`src/rtl/logic_shift_unit_if.sv`:
```
// Request/response bundle for logic_shift_unit: operands and start from the
// requester, busy/done/result/err back from the unit.
interface logic_shift_unit_if #(
    parameter int DATA_W  = 32,
    parameter int ACC_W   = 67,
    parameter int SHAMT_W = 7
);
    logic                start;
    logic [2:0]          op;
    logic [DATA_W-1:0]   x;
    logic [DATA_W-1:0]   y;
    logic [SHAMT_W-1:0]  shamt;
    logic                busy;
    logic                done;
    logic [ACC_W-1:0]    result;
    logic                err;

    modport master (
        output start, op, x, y, shamt,
        input  busy, done, result, err
    );

    modport slave (
        input  start, op, x, y, shamt,
        output busy, done, result, err
    );
endinterface

```
`src/rtl/logic_shift_unit.sv`:
```
// Bitwise logic and serial (one bit per clock) shift unit with a
// start/busy/done handshake and a registered ACC_W-bit result.
module logic_shift_unit #(
    parameter int DATA_W  = 32,
    parameter int ACC_W   = 67,
    parameter int SHAMT_W = 7
) (
    input  logic                  clk,
    input  logic                  rst_n,
    logic_shift_unit_if.slave     bus
);
    localparam int CNT_W = $clog2(ACC_W + 1);

    localparam logic [2:0] OP_AND = 3'b000;
    localparam logic [2:0] OP_OR  = 3'b001;
    localparam logic [2:0] OP_XOR = 3'b010;
    localparam logic [2:0] OP_NOT = 3'b011;
    localparam logic [2:0] OP_SHL = 3'b100;
    localparam logic [2:0] OP_SHR = 3'b101;
    localparam logic [2:0] OP_SAR = 3'b110;
    localparam logic [2:0] OP_RSV = 3'b111;

    typedef enum logic [1:0] {
        ST_IDLE  = 2'd0,
        ST_SHIFT = 2'd1,
        ST_DONE  = 2'd2
    } state_e;

    state_e             state_q, state_d;
    logic [2:0]         op_q, op_d;
    logic [ACC_W-1:0]   acc_q, acc_d;
    logic [ACC_W-1:0]   result_q, result_d;
    logic [CNT_W-1:0]   cnt_q, cnt_d;
    logic               busy_q, busy_d;
    logic               done_q, done_d;
    logic               err_q, err_d;

    logic               accept_s;
    logic               is_shift_s;
    logic [CNT_W-1:0]   amt_s;

    function automatic logic [ACC_W-1:0] sign_extend(input logic [DATA_W-1:0] v);
        return {{(ACC_W-DATA_W){v[DATA_W-1]}}, v};
    endfunction

    function automatic logic [ACC_W-1:0] logic_eval(input logic [2:0] o,
                                                     input logic [DATA_W-1:0] a,
                                                     input logic [DATA_W-1:0] b);
        logic [DATA_W-1:0] r;
        case (o)
            OP_AND:  r = a & b;
            OP_OR:   r = a | b;
            OP_XOR:  r = a ^ b;
            OP_NOT:  r = ~a;
            default: r = '0;
        endcase
        return {{(ACC_W-DATA_W){1'b0}}, r};
    endfunction

    function automatic logic [ACC_W-1:0] shift_step(input logic [2:0] o,
                                                     input logic [ACC_W-1:0] v);
        logic [ACC_W-1:0] r;
        case (o)
            OP_SHL:  r = {v[ACC_W-2:0], 1'b0};
            OP_SHR:  r = {1'b0, v[ACC_W-1:1]};
            OP_SAR:  r = {v[ACC_W-1], v[ACC_W-1:1]};
            default: r = v;
        endcase
        return r;
    endfunction

    // Amounts beyond the accumulator width saturate: further shifting changes nothing.
    function automatic logic [CNT_W-1:0] clamp_shamt(input logic [SHAMT_W-1:0] s);
        logic [CNT_W-1:0] r;
        if (32'(s) >= 32'(ACC_W)) begin
            r = CNT_W'(ACC_W);
        end else begin
            r = CNT_W'(s);
        end
        return r;
    endfunction

    assign accept_s   = bus.start & ~busy_q;
    assign is_shift_s = (bus.op == OP_SHL) | (bus.op == OP_SHR) | (bus.op == OP_SAR);
    assign amt_s      = clamp_shamt(bus.shamt);

    // Next-state, datapath and output decode.
    always_comb begin
        state_d  = state_q;
        op_d     = op_q;
        acc_d    = acc_q;
        cnt_d    = cnt_q;
        result_d = result_q;
        busy_d   = 1'b0;
        done_d   = 1'b0;
        err_d    = 1'b0;
        case (state_q)
            ST_IDLE, ST_DONE: begin
                if (accept_s) begin
                    op_d = bus.op;
                    if (is_shift_s && (amt_s != '0)) begin
                        acc_d   = sign_extend(bus.x);
                        cnt_d   = amt_s;
                        state_d = ST_SHIFT;
                        busy_d  = 1'b1;
                    end else begin
                        state_d = ST_DONE;
                        done_d  = 1'b1;
                        cnt_d   = '0;
                        if (bus.op == OP_RSV) begin
                            result_d = '0;
                            err_d    = 1'b1;
                        end else if (is_shift_s) begin
                            result_d = sign_extend(bus.x);
                        end else begin
                            result_d = logic_eval(bus.op, bus.x, bus.y);
                        end
                    end
                end else begin
                    state_d = ST_IDLE;
                end
            end
            ST_SHIFT: begin
                acc_d = shift_step(op_q, acc_q);
                cnt_d = cnt_q - CNT_W'(1);
                // A count of 1 (or a corrupted 0) finishes on this edge.
                if (cnt_q <= CNT_W'(1)) begin
                    cnt_d    = '0;
                    state_d  = ST_DONE;
                    done_d   = 1'b1;
                    result_d = acc_d;
                end else begin
                    busy_d = 1'b1;
                end
            end
            default: begin
                state_d = ST_IDLE;
                cnt_d   = '0;
            end
        endcase
    end

    // State and datapath registers; everything clears asynchronously.
    always_ff @(posedge clk or negedge rst_n) begin
        if (!rst_n) begin
            state_q  <= ST_IDLE;
            op_q     <= 3'b000;
            acc_q    <= '0;
            result_q <= '0;
            cnt_q    <= '0;
            busy_q   <= 1'b0;
            done_q   <= 1'b0;
            err_q    <= 1'b0;
        end else begin
            state_q  <= state_d;
            op_q     <= op_d;
            acc_q    <= acc_d;
            result_q <= result_d;
            cnt_q    <= cnt_d;
            busy_q   <= busy_d;
            done_q   <= done_d;
            err_q    <= err_d;
        end
    end

    assign bus.busy   = busy_q;
    assign bus.done   = done_q;
    assign bus.err    = err_q;
    assign bus.result = result_q;
endmodule

```
`src/flat_wrapper.sv`:
```
// flat-port wrapper written by rule: the top's interface ports become plain ports
module logic_shift_unit_flat 
#(
    parameter int DATA_W  = 32,
    parameter int ACC_W   = 67,
    parameter int SHAMT_W = 7
)
  (clk, rst_n, bus_start, bus_op, bus_x, bus_y, bus_shamt, bus_busy, bus_done, bus_result, bus_err);
  logic_shift_unit_if #(.DATA_W(DATA_W), .ACC_W(ACC_W), .SHAMT_W(SHAMT_W)) bus_i ();
  input  logic clk;
  input  logic rst_n;
  input wire logic [$bits(bus_i.start)-1:0] bus_start;
  input wire logic [$bits(bus_i.op)-1:0] bus_op;
  input wire logic [$bits(bus_i.x)-1:0] bus_x;
  input wire logic [$bits(bus_i.y)-1:0] bus_y;
  input wire logic [$bits(bus_i.shamt)-1:0] bus_shamt;
  output wire logic [$bits(bus_i.busy)-1:0] bus_busy;
  output wire logic [$bits(bus_i.done)-1:0] bus_done;
  output wire logic [$bits(bus_i.result)-1:0] bus_result;
  output wire logic [$bits(bus_i.err)-1:0] bus_err;
  assign bus_i.start = bus_start;
  assign bus_i.op = bus_op;
  assign bus_i.x = bus_x;
  assign bus_i.y = bus_y;
  assign bus_i.shamt = bus_shamt;
  assign bus_busy = bus_i.busy;
  assign bus_done = bus_i.done;
  assign bus_result = bus_i.result;
  assign bus_err = bus_i.err;
  logic_shift_unit #(.DATA_W(DATA_W), .ACC_W(ACC_W), .SHAMT_W(SHAMT_W)) u_core (.clk(clk), .rst_n(rst_n), .bus(bus_i));
endmodule
```
`config.mk`:
```
export PLATFORM = sky130hd
export DESIGN_NAME = logic_shift_unit_flat
export DESIGN_NICKNAME = d
export VERILOG_FILES = /design/src/rtl/logic_shift_unit_if.sv /design/src/rtl/logic_shift_unit.sv /design/src/flat_wrapper.sv
export SDC_FILE = /design/constraint.sdc
export NUM_CORES = 1
export LEC_CHECK = 0
export CORE_AREA = 4 4 203 166
export CTS_CLUSTER_DIAMETER = 150
export DETAILED_ROUTE_END_ITERATION = 8
export DIE_AREA = 0 0 207 170
export PLACE_DENSITY_LB_ADDON = 0.2
export SLEW_MARGIN = 20
export SYNTH_ARGS = -nofsm -noshare
export SYNTH_HDL_FRONTEND = slang
export SYNTH_SLANG_ARGS = --single-unit
```
`constraint.sdc`:
```
create_clock -name clk -period 2.95 [get_ports clk]
set_clock_uncertainty 0.2 [all_clocks]
set_input_delay 0.59 -clock clk [delete_from_list [all_inputs] [get_ports clk]]
set_output_delay 0.59 -clock clk [all_outputs]
set_load 0.01 [all_outputs]
```
### Word-level counts from Yosys, hierarchy flattened

Index checks and enable logic that the tools add are counted.
W data, S select, Z words.

* input bits: 77
* register bits: 149
* word-level logic and storage cells: 76

* reduce and logical (&&, ||, !) cells: 9
* equality and inequality tests: 16
* order comparisons: 2
* bitwise gates (word level): 8
* muxes and demuxes: 32
* add/subtract/negate cells: 1

Operators with widths (count)
* $mux W67: 7
* $pmux W67 S2: 2
* $pmux W67 S3: 1
* $pmux W32 S4: 1
* $and A32 B32 Y32: 1
* $not A32 Y32: 1
* $or A32 B32 Y32: 1
* $xor A32 B32 Y32: 1
* $mux W7: 4
* $eq A3 B3 Y1 const B: 7
* $pmux W7 S2: 1
* $mux W1: 10
* $ge A7 B7 Y1 const B: 1
* $le A7 B1 Y1 const B: 1
* $reduce_bool A7 Y1: 1
* $sub A7 B1 Y7 const B: 1
* $eq A3 B2 Y1 const B: 2
* $mux W2: 3
* $ne A2 B1 Y1 const B: 3
* $pmux W1 S2: 2
* $pmux W2 S2: 1
* $reduce_and A4 Y1: 1
* $eq A3 B1 Y1 const B: 1
* $logic_not A3 Y1: 1
* 12 further kinds: 13

### Longest topological paths before layout

* depth after elaboration: 8
* gate-level depth with buffers: 8
* mapped depth without buffers: 6

### Least setup slack after synthesis

No wires, ideal clock.

* path kind: input -> register
* start: input port bus_op[2]
* end: register u_core.acc_q[46]
* stages: 7
* setup slack: 0.597 ns
* setup time: 0.143 ns
* arrival: 2.010 ns
* path buffers: 3
* cells stage by stage: a21bo_1 > clkbuf_1 > a2111oi_4 > or2_1 > clkbuf_1 > clkbuf_1 > o211ai_1

* longest elaborated chain between the ends: 6
* elaborated cells between the ends (all ways): 8
* those cells by class: eq/ne: 4; bitwise: 2; reduce/logical: 2

Ends and longest elaborated chain
* from (decl): line flat_wrapper.sv:13 `input wire logic [$bits(bus_i.op)-1:0] bus_op;`
* $eq A3 B3 Y1: line logic_shift_unit.sv:84 `assign is_shift_s = (bus.op == OP_SHL) | (bus.op == OP_SHR) | (bus.op == OP_SAR);`
* $or A1 B1 Y1: line logic_shift_unit.sv:84
* $or A1 B1 Y1 (*): line logic_shift_unit.sv:84
* $logic_and A1 B1 Y1 (*): line logic_shift_unit.sv:101 `if (is_shift_s && (amt_s != '0)) begin`
* $ne A2 B1 Y1 (no source line) (*)
* $reduce_and A3 Y1 (no source line) (*)
* to (signal assigned): line logic_shift_unit.sv:148 `acc_q <= '0;`
* to (signal assigned): line logic_shift_unit.sv:157 `acc_q <= acc_d;`
* to (decl): line logic_shift_unit.sv:31 `logic [ACC_W-1:0] acc_q, acc_d;`

Every way passes the cells marked *; elsewhere a longest branch is shown, timed or not.
A chain may end at the register's enable or synchronous reset.

### Final worst setup path

* start: input port bus_op[1]
* end: register u_core.acc_q[0]

Same word-level chain as after synthesis.

==> results.md <==
- Total number of vias: 10,600
- Setup WS post-layout: 471 ps
- Hold Vio Cnt, Final: 0
- Yosys warns: 0
- Core area: 31,900 µm²
- Switching share of total power: 44.3%
- Netlist cell types: 46
- Die Span Y: 170 µm
- Drt first pass iters: 8
- Post-CTS Setup Inserts: 0
- FF-to-FF setup slack: 590 ps
- Syn Inst Count: 1,270
- Largest net degree at the start of global routing: 128
- Seq pwr share: 31.0%
- Area grow syn2layout: 24.3%
- Synth top area share: 34.1%
- Layout cells sized above 1: 7.51%
- Clock Path Buffers: 2
- Layout fillers: 3,148
- Ports: 147
- Post-DP HPWL: 22.9 mm
- Detailed Route WL: 36.0 mm
- Critical Path Start Type: primary input
- Total CTS buffers: 17
- Die W: 207 µm
- Critical path class: in -> reg
- Final number of setup-violating endpoints: 0
- Psw: 6.14 mW
- CP Max Fanout: 39
- Clock sink total: 149
- Synth area leaders: dfrtp_1, ha_1, a211oi_1
- # hold bufs at CTS: 1
- #FFs+latches synth: 149
- Fmax: 403 MHz
- Prevailing post-synth register cell: dfrtp_1
- Seq/Total Area, Yosys: 34.1%
- Number of synthesized flops with an enable pin: 0
- WL/cell: 20.2 µm
- ANT cells: 0
- Starting DRT DRC Count: 863
- Clock share of power: 16.4%
- Vias in the first global route: 10,200
- Cells on worst reg2reg path: 5
- First-pass GRT wire length: 58.6 mm
- List of most frequent post-synthesis cells: dfrtp_1, inv_1, a211oi_1
- Worst slack, placed: 49.3 ps
- Clk slew on worst S/H paths: 70 ps
- RD Place Congestion: 0.825
- All-Layer GR Usage: 20.0%
- GR Overflow Total: 0
- Crit path time final: 2480 ps
- Initial antenna violation count: 0
- Post-Syn Area: 10,900 µm²
- Site row count: 59
- Pwr dens: 1020 nW/µm²
- Worst-Margin Slew: 808 ps
- Layout Nets: 1,488
- Req. time, crit path: 3100 ps
- Comb pwr share: 52.6%
- Latest clock arrival within the worst-skew pair: 440 ps
- # resized after CTS: 0
- Kind of end point of the critical path: register
- FF-to-FF Start: u_core.cnt_q[3]
- Most numerous cell in the Yosys netlist: dfrtp_1
- Dominant cell type by area after synthesis: dfrtp_1
- CTS tree: done
- Post-synth ARST share: 100%
- Post-DRT Antenna Nets: 0
- Min-Delay Path Class: reg -> reg
- Setup_tns: 0 ps
- Avg Cell Area, Syn: 8.61 µm²
- Hold WS: 340 ps
- Slew margin rel.: 46.1%
- Internal Power: 7.73 mW
- Hold path depth: 2
- CTS root buf: clkbuf_16
- Min-Delay Endpoint: u_core.cnt_q[5]
- Maximum VDD drop: 0.601 mV
- Arrival time at the worst endpoint: 2630 ps
- Die area: 35,200 µm²
- Syn Nets: 1,413
- Outcome: complete, no violations
- Port bufs: 146
- Fin crit share: 84.0%
- Min-delay src: u_core.cnt_q[5]
- RSZ-0062 raised after global routing: false
- Max-Cap Viols: 0
- Slew Limit Fails: 0
- Starting Density: 34.3%
- Max H-tree Level: 4
- Core Util, Final: 42.6%
- Routed vias/inst: 5.91
- Drt drc: 0
- RR Endpoint: u_core.bus.result[31]
- Pleak: 5.46 nW
-- kinds of logic after synthesis --
| kind of cell | after synthesis | synth area share (%) |
|---|---|---|
| AND/OR/NAND/NOR | 214 | 9.32 |
| flip-flops | 149 | 34.1 |
| multiplexers | 70 | 6.56 |
| AO/OA/AOI/OAI | 525 | 33.7 |
| adder cells (fa/ha/maj) | 66 | 7.55 |
| buffers and inverters | 245 | 8.73 |
| XOR/XNOR | 1 | 0.0801 |
-- cells in the final DEF, fill, tap and decap left out, drive strengths merged, types with 28 or more instances in the layout --
cell type        n
a211oi         107
a21oi           28
a221o           65
ha              66
a31oi           66
dfrtp          149
nor2            49
o21ai          104
o211ai          35
buf             47
nand2           66
inv            113
mux2i           66
clkdlybuf4s50  144
a41oi           31
nor3            35
o22ai           69
nand2b          46
-- metrics by stage --
stage	power (mW)	cells	area, µm²
after floorplan	8.65	1270	10900
after global placement	11.4	1752	13000
after detailed placement	11.6	1752	13000
after CTS	13.9	1785	13600
after global routing	14.9	1785	13600
final	13.9	1785	13600
-- power by group through the flow --
stage	Combinational, mW	Sequential (mW)	Clock [mW]
6_report	7.30	4.29	2.28
2_1_floorplan	4.53	4.11	0
3_3_place_gp	7.13	4.29	0
4_1_cts	7.31	4.27	2.31
3_5_place_dp	7.27	4.30	0
5_1_grt	8.02	4.45	2.40
-- worst max-delay path, cell delays in order --
cell and delay (ps):
clkdlybuf4s50_1 560, a21bo_1 350, a2111oi_4 420, or2_2 240
buf_12 230, mux2i_1 220
-- sequential cells by signal, indices dropped and copies added (netlist names) --
signal / cells
u_core.acc_q: 67
u_core.bus.result: 67
u_core.cnt_q: 7
u_core.op_q: 3
u_core.state_q: 2
u_core.bus.busy: 1
u_core.bus.done: 1
u_core.bus.err: 1
-- layout make-up --
| cell class | instances | area (µm²) | share of cell area, % |
|---|---|---|---|
| clock buffers | 20 | 457 | 3.36 |
| multi-input cells | 876 | 6300 | 46.3 |
| well taps | 427 | 534 | 3.93 |
| flip-flops and latches | 149 | 3730 | 27.5 |
| inverters | 109 | 409 | 3.01 |
| repair buffers | 192 | 2020 | 14.9 |
| clock inverters | 12 | 143 | 1.05 |
-- how the worst max path moves through the flow --
stage / slack (ps) / endpoint / cells past startpoint / startpoint
after floorplan: 600 / u_core.acc_q[46] / 7 / bus_op[2]
after global placement: 100 / u_core.acc_q[0] / 6 / bus_op[1]
after detailed placement: 50 / u_core.acc_q[0] / 6 / bus_op[1]
after CTS: 480 / u_core.acc_q[0] / 6 / bus_op[1]
after global routing: 370 / u_core.acc_q[0] / 6 / bus_op[1]
final: 470 / u_core.acc_q[0] / 6 / bus_op[1]
-- layer usage --
metal	vias up	track usage (%)	share of wire, %
li1	4957	-	-
met1	5227	30.1	49
met2	350	30.3	44
met3	17	3.96	6.2
met4	0	3.45	0.61
met5	-	0	0
Power figures use the tool's default switching activity.
